$ cat config.mk
export PLATFORM = sky130hd
export DESIGN_NAME = vedic_add_seq
export DESIGN_NICKNAME = d
export VERILOG_FILES = /design/src/rtl/vedic_add_seq.sv
export SDC_FILE = /design/constraint.sdc
export NUM_CORES = 1
export LEC_CHECK = 0
export ABC_CLOCK_PERIOD_IN_PS = 3000
export CORE_UTILIZATION = 40
export CTS_CLUSTER_SIZE = 20
export DETAILED_ROUTE_END_ITERATION = 10
export PLACE_DENSITY = 0.68
export SYNTH_ARGS = -nofsm -noshare
export SYNTH_HDL_FRONTEND = slang
export SYNTH_SLANG_ARGS = --single-unit
$ cat constraint.sdc
create_clock -name clk -period 3 [get_ports clk]
set_input_delay 0.9 -clock clk [delete_from_list [all_inputs] [get_ports clk]]
set_output_delay 0.9 -clock clk [all_outputs]
set_load 0.02 [all_outputs]
$ cat src/rtl/vedic_add_seq.sv
// Sequential combiner of four 4x4 Vedic partial products into a 16-bit product
// using one time-shared 8-bit adder. Define VEDIC_ADD_SEQ_OVF_EN to add the ovf output.
module vedic_add_seq (
  input  logic        clk,
  input  logic        rst_n,
  input  logic        start,
  input  logic [7:0]  pp_ll,
  input  logic [7:0]  pp_lh,
  input  logic [7:0]  pp_hl,
  input  logic [7:0]  pp_hh,
  output logic        busy,
  output logic        done,
  output logic [15:0] product
`ifdef VEDIC_ADD_SEQ_OVF_EN
  ,
  output logic        ovf
`endif
);

  typedef enum logic [2:0] {
    IDLE  = 3'd0,
    LH_LO = 3'd1,
    LH_HI = 3'd2,
    HL_LO = 3'd3,
    HL_HI = 3'd4,
    HH_HI = 3'd5,
    DONE  = 3'd6
  } state_t;

  state_t      state_q, state_d;
  logic [15:0] acc_q, acc_d;
  logic        carry_q, carry_d;
  logic [7:0]  lh_q, lh_d;
  logic [7:0]  hl_q, hl_d;
  logic [7:0]  hh_q, hh_d;
  logic [15:0] product_q, product_d;

  logic [15:0] opnd;
  logic        hi_pass;
  logic [7:0]  add_a, add_b, add_s;
  logic        add_ci, add_co;

`ifdef VEDIC_ADD_SEQ_OVF_EN
  logic ovf_acc_q, ovf_acc_d;
  logic ovf_q, ovf_d;
`endif

  // Operand and pass selection feeding the single shared adder.
  always_comb begin
    opnd = '0;
    unique case (state_q)
      LH_LO, LH_HI: opnd = {4'h0, lh_q, 4'h0};
      HL_LO, HL_HI: opnd = {4'h0, hl_q, 4'h0};
      HH_HI:        opnd = {hh_q, 8'h00};
      default:      opnd = '0;
    endcase
    hi_pass = (state_q == LH_HI) || (state_q == HL_HI) || (state_q == HH_HI);
    add_a   = hi_pass ? acc_q[15:8] : acc_q[7:0];
    add_b   = hi_pass ? opnd[15:8]  : opnd[7:0];
    add_ci  = ((state_q == LH_HI) || (state_q == HL_HI)) ? carry_q : 1'b0;
    {add_co, add_s} = {1'b0, add_a} + {1'b0, add_b} + {8'h00, add_ci};
  end

  always_comb begin
    state_d   = state_q;
    acc_d     = acc_q;
    carry_d   = carry_q;
    lh_d      = lh_q;
    hl_d      = hl_q;
    hh_d      = hh_q;
    product_d = product_q;
`ifdef VEDIC_ADD_SEQ_OVF_EN
    ovf_acc_d = ovf_acc_q;
    ovf_d     = ovf_q;
`endif
    unique case (state_q)
      IDLE: begin
        if (start) begin
          lh_d    = pp_lh;
          hl_d    = pp_hl;
          hh_d    = pp_hh;
          acc_d   = {8'h00, pp_ll};
          carry_d = 1'b0;
`ifdef VEDIC_ADD_SEQ_OVF_EN
          ovf_acc_d = 1'b0;
`endif
          state_d = LH_LO;
        end
      end
      LH_LO, HL_LO: begin
        acc_d[7:0] = add_s;
        carry_d    = add_co;
        state_d    = (state_q == LH_LO) ? LH_HI : HL_HI;
      end
      LH_HI, HL_HI: begin
        acc_d[15:8] = add_s;
        carry_d     = 1'b0;
`ifdef VEDIC_ADD_SEQ_OVF_EN
        ovf_acc_d = ovf_acc_q | add_co;
`endif
        state_d     = (state_q == LH_HI) ? HL_LO : HH_HI;
      end
      HH_HI: begin
        // Low byte is final after HL_LO; only the high byte changes here.
        acc_d[15:8] = add_s;
        product_d   = {add_s, acc_q[7:0]};
`ifdef VEDIC_ADD_SEQ_OVF_EN
        ovf_d = ovf_acc_q | add_co;
`endif
        state_d     = DONE;
      end
      DONE:    state_d = IDLE;
      default: state_d = IDLE;
    endcase
  end

  always_ff @(posedge clk or negedge rst_n) begin
    if (!rst_n) begin
      state_q   <= IDLE;
      acc_q     <= '0;
      carry_q   <= 1'b0;
      lh_q      <= '0;
      hl_q      <= '0;
      hh_q      <= '0;
      product_q <= '0;
`ifdef VEDIC_ADD_SEQ_OVF_EN
      ovf_acc_q <= 1'b0;
      ovf_q     <= 1'b0;
`endif
    end else begin
      state_q   <= state_d;
      acc_q     <= acc_d;
      carry_q   <= carry_d;
      lh_q      <= lh_d;
      hl_q      <= hl_d;
      hh_q      <= hh_d;
      product_q <= product_d;
`ifdef VEDIC_ADD_SEQ_OVF_EN
      ovf_acc_q <= ovf_acc_d;
      ovf_q     <= ovf_d;
`endif
    end
  end

  assign busy    = (state_q != IDLE);
  assign done    = (state_q == DONE);
  assign product = product_q;
`ifdef VEDIC_ADD_SEQ_OVF_EN
  assign ovf     = ovf_q;
`endif

endmodule
==> flow_summary.json, run 1 <==
{
  "status": "completed",
  "peakVddDrop_mv": 0.475,
  "ant_nets": 0,
  "numCtsBuffers": 9,
  "clock_skew_ns": 0.00835,
  "pre_cts_ws_ns": 0.150,
  "synth-async-reset-ratio_pct": 100,
  "htreeDepth": 3,
  "placement_rows": 32,
  "seq_area_frac_synth_pct": 47.2,
  "slowest_stage": "dfrtp_1",
  "port_buffers": 52,
  "track_usage_pct": 17.8,
  "syn_avg_cell_area_sq_um": 9.36,
  "n_antenna_cell": 0,
  "layout-area-overhead-vs-synth_pct": 29.1,
  "r2r_end": "product[14]",
  "grt-ovfl-total": 0,
  "min_path_cells": 2,
  "slew_viol_final": 0,
  "clk_latency_ns": 0.34,
  "synth_commonest_cells": "nand2_1 (95), dfrtp_1 (60), o21ai_0 (20)",
  "end_kind": "register",
  "dieArea_sq_um": 8320,
  "hp-start": "hl_q[1]",
  "hold_buffers": 0,
  "cts_sinks": 60,
  "crit_type": "register to register",
  "grt_pass1_wl_um": 11600,
  "synth_cells": 340,
  "nNetsFinal": 445,
  "die_h_um": 91.2,
  "period_share_pct": 93.7,
  "drt-initial-drc-count": 106,
  "whs_ns": 0.478,
  "wl_per_cell_um": 13.8,
  "die_x_um": 91.2,
  "path_clk_slew_ns": 0.07,
  "synth.area.top_cells": "dfrtp_1 (47%), nand2_1 (11%), mux2_2 (3.2%)",
  "crit_fanout": 7,
  "netlist.area_leader.share_pct": 47.2,
  "cap_viol_max_count": 0,
  "worst_ep_required_time_ns": 3.25,
  "drt-total-wl_um": 7000,
  "layout-drive-gt1-share_pct": 12.1,
  "gp_congestion": 0.876,
  "path_cells": "nor3b_4, buf_4, nand2_1, o21ai_0, fa_1, inv_1, fa_1, nand2b_1, a2111oi_0, a211oi_1, o21ai_0",
  "slowest_delay_ns": 0.45,
  "initial_core_util_pct": 41.2,
  "clockRootBuffer": "clkbuf_8",
  "holdCritPathClass": "register to register",
  "ff2ff_setup_slack_ns": 0.19,
  "rsz0062_at_grt": "false",
  "antenna_found_initial": 0,
  "whs_endpoint": "hl_q[1]",
  "ys_ff_latch": 60,
  "rr_startpoint": "state_q[2]",
  "core_sq_um": 7730,
  "power.leakage_nw": 1.88,
  "tritoncts": "yes",
  "drc_errors": 0,
  "grt_max_degree": 27,
  "power_density_nw_per_um2": 1240,
  "grt_pass1_vias": 2482,
  "dr_total_vias": 2580,
  "post-cts-setup-buffers": 0,
  "power.total_w": 0.00512,
  "synth_most_common_cell": "nand2_1",
  "synth_enable_flop_cells": 0,
  "hpwl_um": 5220,
  "syn-num-nets": 384,
  "clock_tree.buffer_depth": 2,
  "max_freq_ghz": 0.356,
  "setup_viol": 0,
  "yosysTopAreaCell": "dfrtp_1",
  "fin_tns_setup_ns": 0,
  "fin_ws_ns": 0.188,
  "synth_cell_types": 48,
  "r2r_cells": 11,
  "netlist_area_sq_um": 3180,
  "hold_viol": 0,
  "viasPerCell": 5.08,
  "worst_pin_slew_ns": 0.525,
  "slew_headroom_pct": 64.9,
  "min_period_ns": 2.81,
  "first_pass_iters": 4,
  "synthFlopType": "dfrtp_1",
  "io_pins": 53,
  "arrival_ns": 3.06,
  "yosysWarnings": 0,
  "start_kind": "register"
}
[report_power, final]
group	switching (W)	internal, W	leakage [nW]	total, W
Sequential	0.000240	0.00122	0.735	0.00146
Combinational	0.00154	0.00122	1.02	0.00275
Clock	0.000311	0.000596	0.127	0.000907
[worst max path at each step]
stage,slack (ns),to,depth (start not counted),start
after floorplan,0.13,carry_q,12,state_q[2]
after global placement,0.25,acc_q[6],11,state_q[1]
after detailed placement,0.15,product[14],11,state_q[1]
after CTS,0.11,product[14],11,state_q[1]
after global routing,0.007,product[14],11,state_q[1]
final,0.19,product[14],11,state_q[2]
[cells by family after synthesis]
family,share of synthesized area [%]
AO/OA/AOI/OAI,13.1
AND/OR/NAND/NOR,21.0
XOR/XNOR,1.10
multiplexers,9.00
buffers and inverters,4.60
adder cells (fa/ha/maj),4.01
flip-flops,47.2
[cell type report]
type / count / area [sq um]
Multi-Input combinational cell: 253 / 1540
Fill cell: 703 / 3620
Timing Repair Buffer: 69 / 656
Sequential cell: 60 / 1500
Tap cell: 102 / 128
Clock inverter: 4 / 95.1
Clock buffer: 12 / 155
Inverter: 8 / 30.0
[state kept, by name, summed over array words and instances (netlist names)]
| signal | cells |
|---|---|
| hh_q | 8 |
| product | 16 |
| acc_q | 16 |
| hl_q | 8 |
| state_q | 3 |
| lh_q | 8 |
| carry_q | 1 |
[repair_timing]
item	4_1_cts	5_1_grt
hold endpoints to repair	0	0
resized for setup	0	1
setup endpoints to repair	0	5
[per-stage QoR]
step / cells / util [%] / area, sq um
floorplan: 340 / - / 3180
global placement: 492 / 49.9 / 3860
detailed placement: 492 / 49.9 / 3860
CTS: 508 / 53.2 / 4110
global route: 508 / 53.2 / 4110
finish: 508 / 53.2 / 4110
[placed cells by master (no fill, tap or decap), types with 2 or more instances in the layout]
cell / instances
fa_1: 2
o22ai_1: 2
nand2_1: 95
mux2_2: 9
nand3_1: 12
nand2b_1: 4
ha_1: 7
a21o_1: 4
xor2_1: 2
inv_1: 7
o221ai_1: 2
buf_4: 16
nor2_1: 9
o21a_1: 2
nor2b_1: 9
a31oi_1: 2
xnor2_1: 2
o211ai_1: 3
nor4_1: 2
dfrtp_1: 59
nor3_1: 4
clkbuf_8: 11
o21ai_0: 20
mux2_1: 8
a211oi_1: 8
and2_1: 4
bufinv_16: 3
o21ai_1: 5
a21oi_1: 12
mux2i_1: 8
clkdlybuf4s50_1: 51
[routing by layer]
layer  GRT usage (%)  vias up  share of wire, %
met4            8.20        0               2.5
met3            4.10       13               3.3
met5               0        -                 0
li1                -     1292                 -
met1            23.0     1225                47
met2            28.5       50                48
[worst max-delay path: cells and delay by family, from the launching register on]
family,cells,cell delay (ns)
simple gates,3,0.50
compound gates,4,0.88
buf+inv,2,0.24
fa+ha+maj,2,0.66
flops,1,0.45
(Power assumes the default switching activity.)
==> inputs of run 2 (changes only) <==
--- a/config.mk
+++ b/config.mk
@@ -10,6 +10,7 @@
 export CTS_CLUSTER_SIZE = 20
 export DETAILED_ROUTE_END_ITERATION = 10
 export PLACE_DENSITY = 0.68
+export SLEW_MARGIN = 0
 export SYNTH_ARGS = -nofsm -noshare
 export SYNTH_HDL_FRONTEND = slang
 export SYNTH_SLANG_ARGS = --single-unit
==> constraint.sdc (replaced) <==
create_clock -name clk -period 3 [get_ports clk]
set_input_delay 0.45 -clock clk [delete_from_list [all_inputs] [get_ports clk]]
set_output_delay 0.45 -clock clk [all_outputs]
set_load 0.02 [all_outputs]
==> flow_summary.json, run 2 (same netlist as run 1, synthesis figures left out) <==
{
  "cts_sinks": 60,
  "power.leakage_nw": 1.87,
  "layout-area-overhead-vs-synth_pct": 28.7,
  "hpwl_um": 5090,
  "worst_pin_slew_ns": 0.760,
  "grt-ovfl-total": 0,
  "period_share_pct": 95.5,
  "max_freq_ghz": 0.349,
  "switching_share_pct": 41.3,
  "power.total_w": 0.00515,
  "gp_congestion": 0.868,
  "peakVddDrop_mv": 0.464,
  "tritoncts": "yes",
  "fin_tns_setup_ns": 0,
  "io_pins": 53,
  "rsz0062_at_grt": "true",
  "post_cts_resized": 0,
  "whs_ns": 0.270,
  "first_pass_iters": 4,
  "grt_max_degree": 61,
  "setup_viol": 0,
  "grt_pass1_wl_um": 11800,
  "path_clk_slew_ns": 0.06,
  "viasPerCell": 5.16,
  "path_cells": "nor3b_4, or2_1, buf_4, mux2_1, ha_1, nand2_1, or3_1, o221ai_1, nor3_1",
  "dr_total_vias": 2613,
  "slowest_delay_ns": 0.49,
  "layout-drive-gt1-share_pct": 12.1,
  "clockPowerShare_pct": 17.6,
  "hold_viol": 0,
  "numCtsBuffers": 9,
  "min_period_ns": 2.86,
  "die_x_um": 91.2,
  "final_util_pct": 53.0,
  "crit_type": "register to register",
  "slew_viol_final": 0,
  "drt-total-wl_um": 7160,
  "n_antenna_cell": 0,
  "start_kind": "register",
  "core_sq_um": 7730,
  "power.internal_w": 0.00303,
  "die_h_um": 91.2,
  "post-cts-setup-buffers": 0,
  "port_buffers": 52,
  "cap_viol_max_count": 0,
  "holdCritPathClass": "primary input to asynchronous set/reset pin",
  "clock_tree.buffer_depth": 2,
  "wl_per_cell_um": 14.2,
  "status": "completed",
  "placement_rows": 32,
  "arrival_ns": 3.08,
  "track_usage_pct": 18.4,
  "hold_buffers": 0,
  "drt-initial-drc-count": 89,
  "clockRootBuffer": "clkbuf_8",
  "p_comb_share_pct": 54.1,
  "p_seq_share_pct": 28.3,
  "path_buf_inv": 1,
  "layout_common_cells": "nand2_1 (95), dfrtp_1 (60), clkdlybuf4s50_1 (51)",
  "antenna_found_initial": 0,
  "crit_fanout": 7,
  "power_density_nw_per_um2": 1260,
  "dieArea_sq_um": 8320,
  "ant_nets": 0,
  "crit_family": "simple AND/OR/NAND/NOR gates",
  "slew_headroom_pct": 49.3,
  "worst_ep_required_time_ns": 3.22,
  "grt_pass1_vias": 2469,
  "slowest_stage": "dfrtp_1",
  "drc_errors": 0,
  "final_common_cell": "nand2_1",
  "initial_core_util_pct": 41.2,
  "htreeDepth": 3,
  "clk_latency_ns": 0.34,
  "switchingPower_w": 0.00213,
  "end_kind": "register",
  "nNetsFinal": 443,
  "clock_skew_ns": 0.00850
}
==> run 2: changes by cell type in the layout (fill, tap and decap cells not counted), sizes merged <==
cell / delta
buf: -2
==> run 2: layer usage <==
layer	vias to the layer above	GRT usage [%]	routed length, um
met5	-	0	0
met4	0	9.26	170
met3	13	5.03	309
met2	58	28.1	3420
met1	1257	23.9	3260
li1	1285	-	-
==> run 2: final cells by class <==
| cell class | count | area [sq um] |
|---|---|---|
| fillers | 714 | 3630 |
| multi-input cells | 253 | 1560 |
| flip-flops and latches | 60 | 1500 |
| repair buffers | 67 | 628 |
| clock buffers | 12 | 155 |
| well taps | 102 | 128 |
| clock inverters | 4 | 95.1 |
| inverters | 8 | 30.0 |
==> run 2: worst paths after layout <==
path	from	end	slack (ns)	cells after the start
min in group clk	hl_q[0]	hl_q[0]	0.48	2
worst min-delay path	rst_n	product[3]	0.27	2
max in group asynchronous	rst_n	state_q[2]	2.24	2
worst max-delay path	state_q[1]	acc_q[7]	0.14	9
worst max register to register	state_q[1]	acc_q[7]	0.14	9
worst min register to register	hl_q[0]	hl_q[0]	0.48	2
==> run 2: through the flow <==
stage	setup WS [ns]	area [sq um]	std cells
floorplan	0.127	3180	340
global placement	0.290	3830	490
detailed placement	0.170	3830	490
CTS	0.156	4080	506
global route	-0.0210	4100	506
finish	0.135	4100	506
==> run 2: power by group through the flow <==
stage	clock, W	combinational (W)	sequential, W
floorplan	0	0.00184	0.00152
global placement	0	0.00267	0.00146
detailed placement	0	0.00272	0.00147
CTS	0.000923	0.00275	0.00146
global route	0.000965	0.00310	0.00151
finish	0.000907	0.00279	0.00146
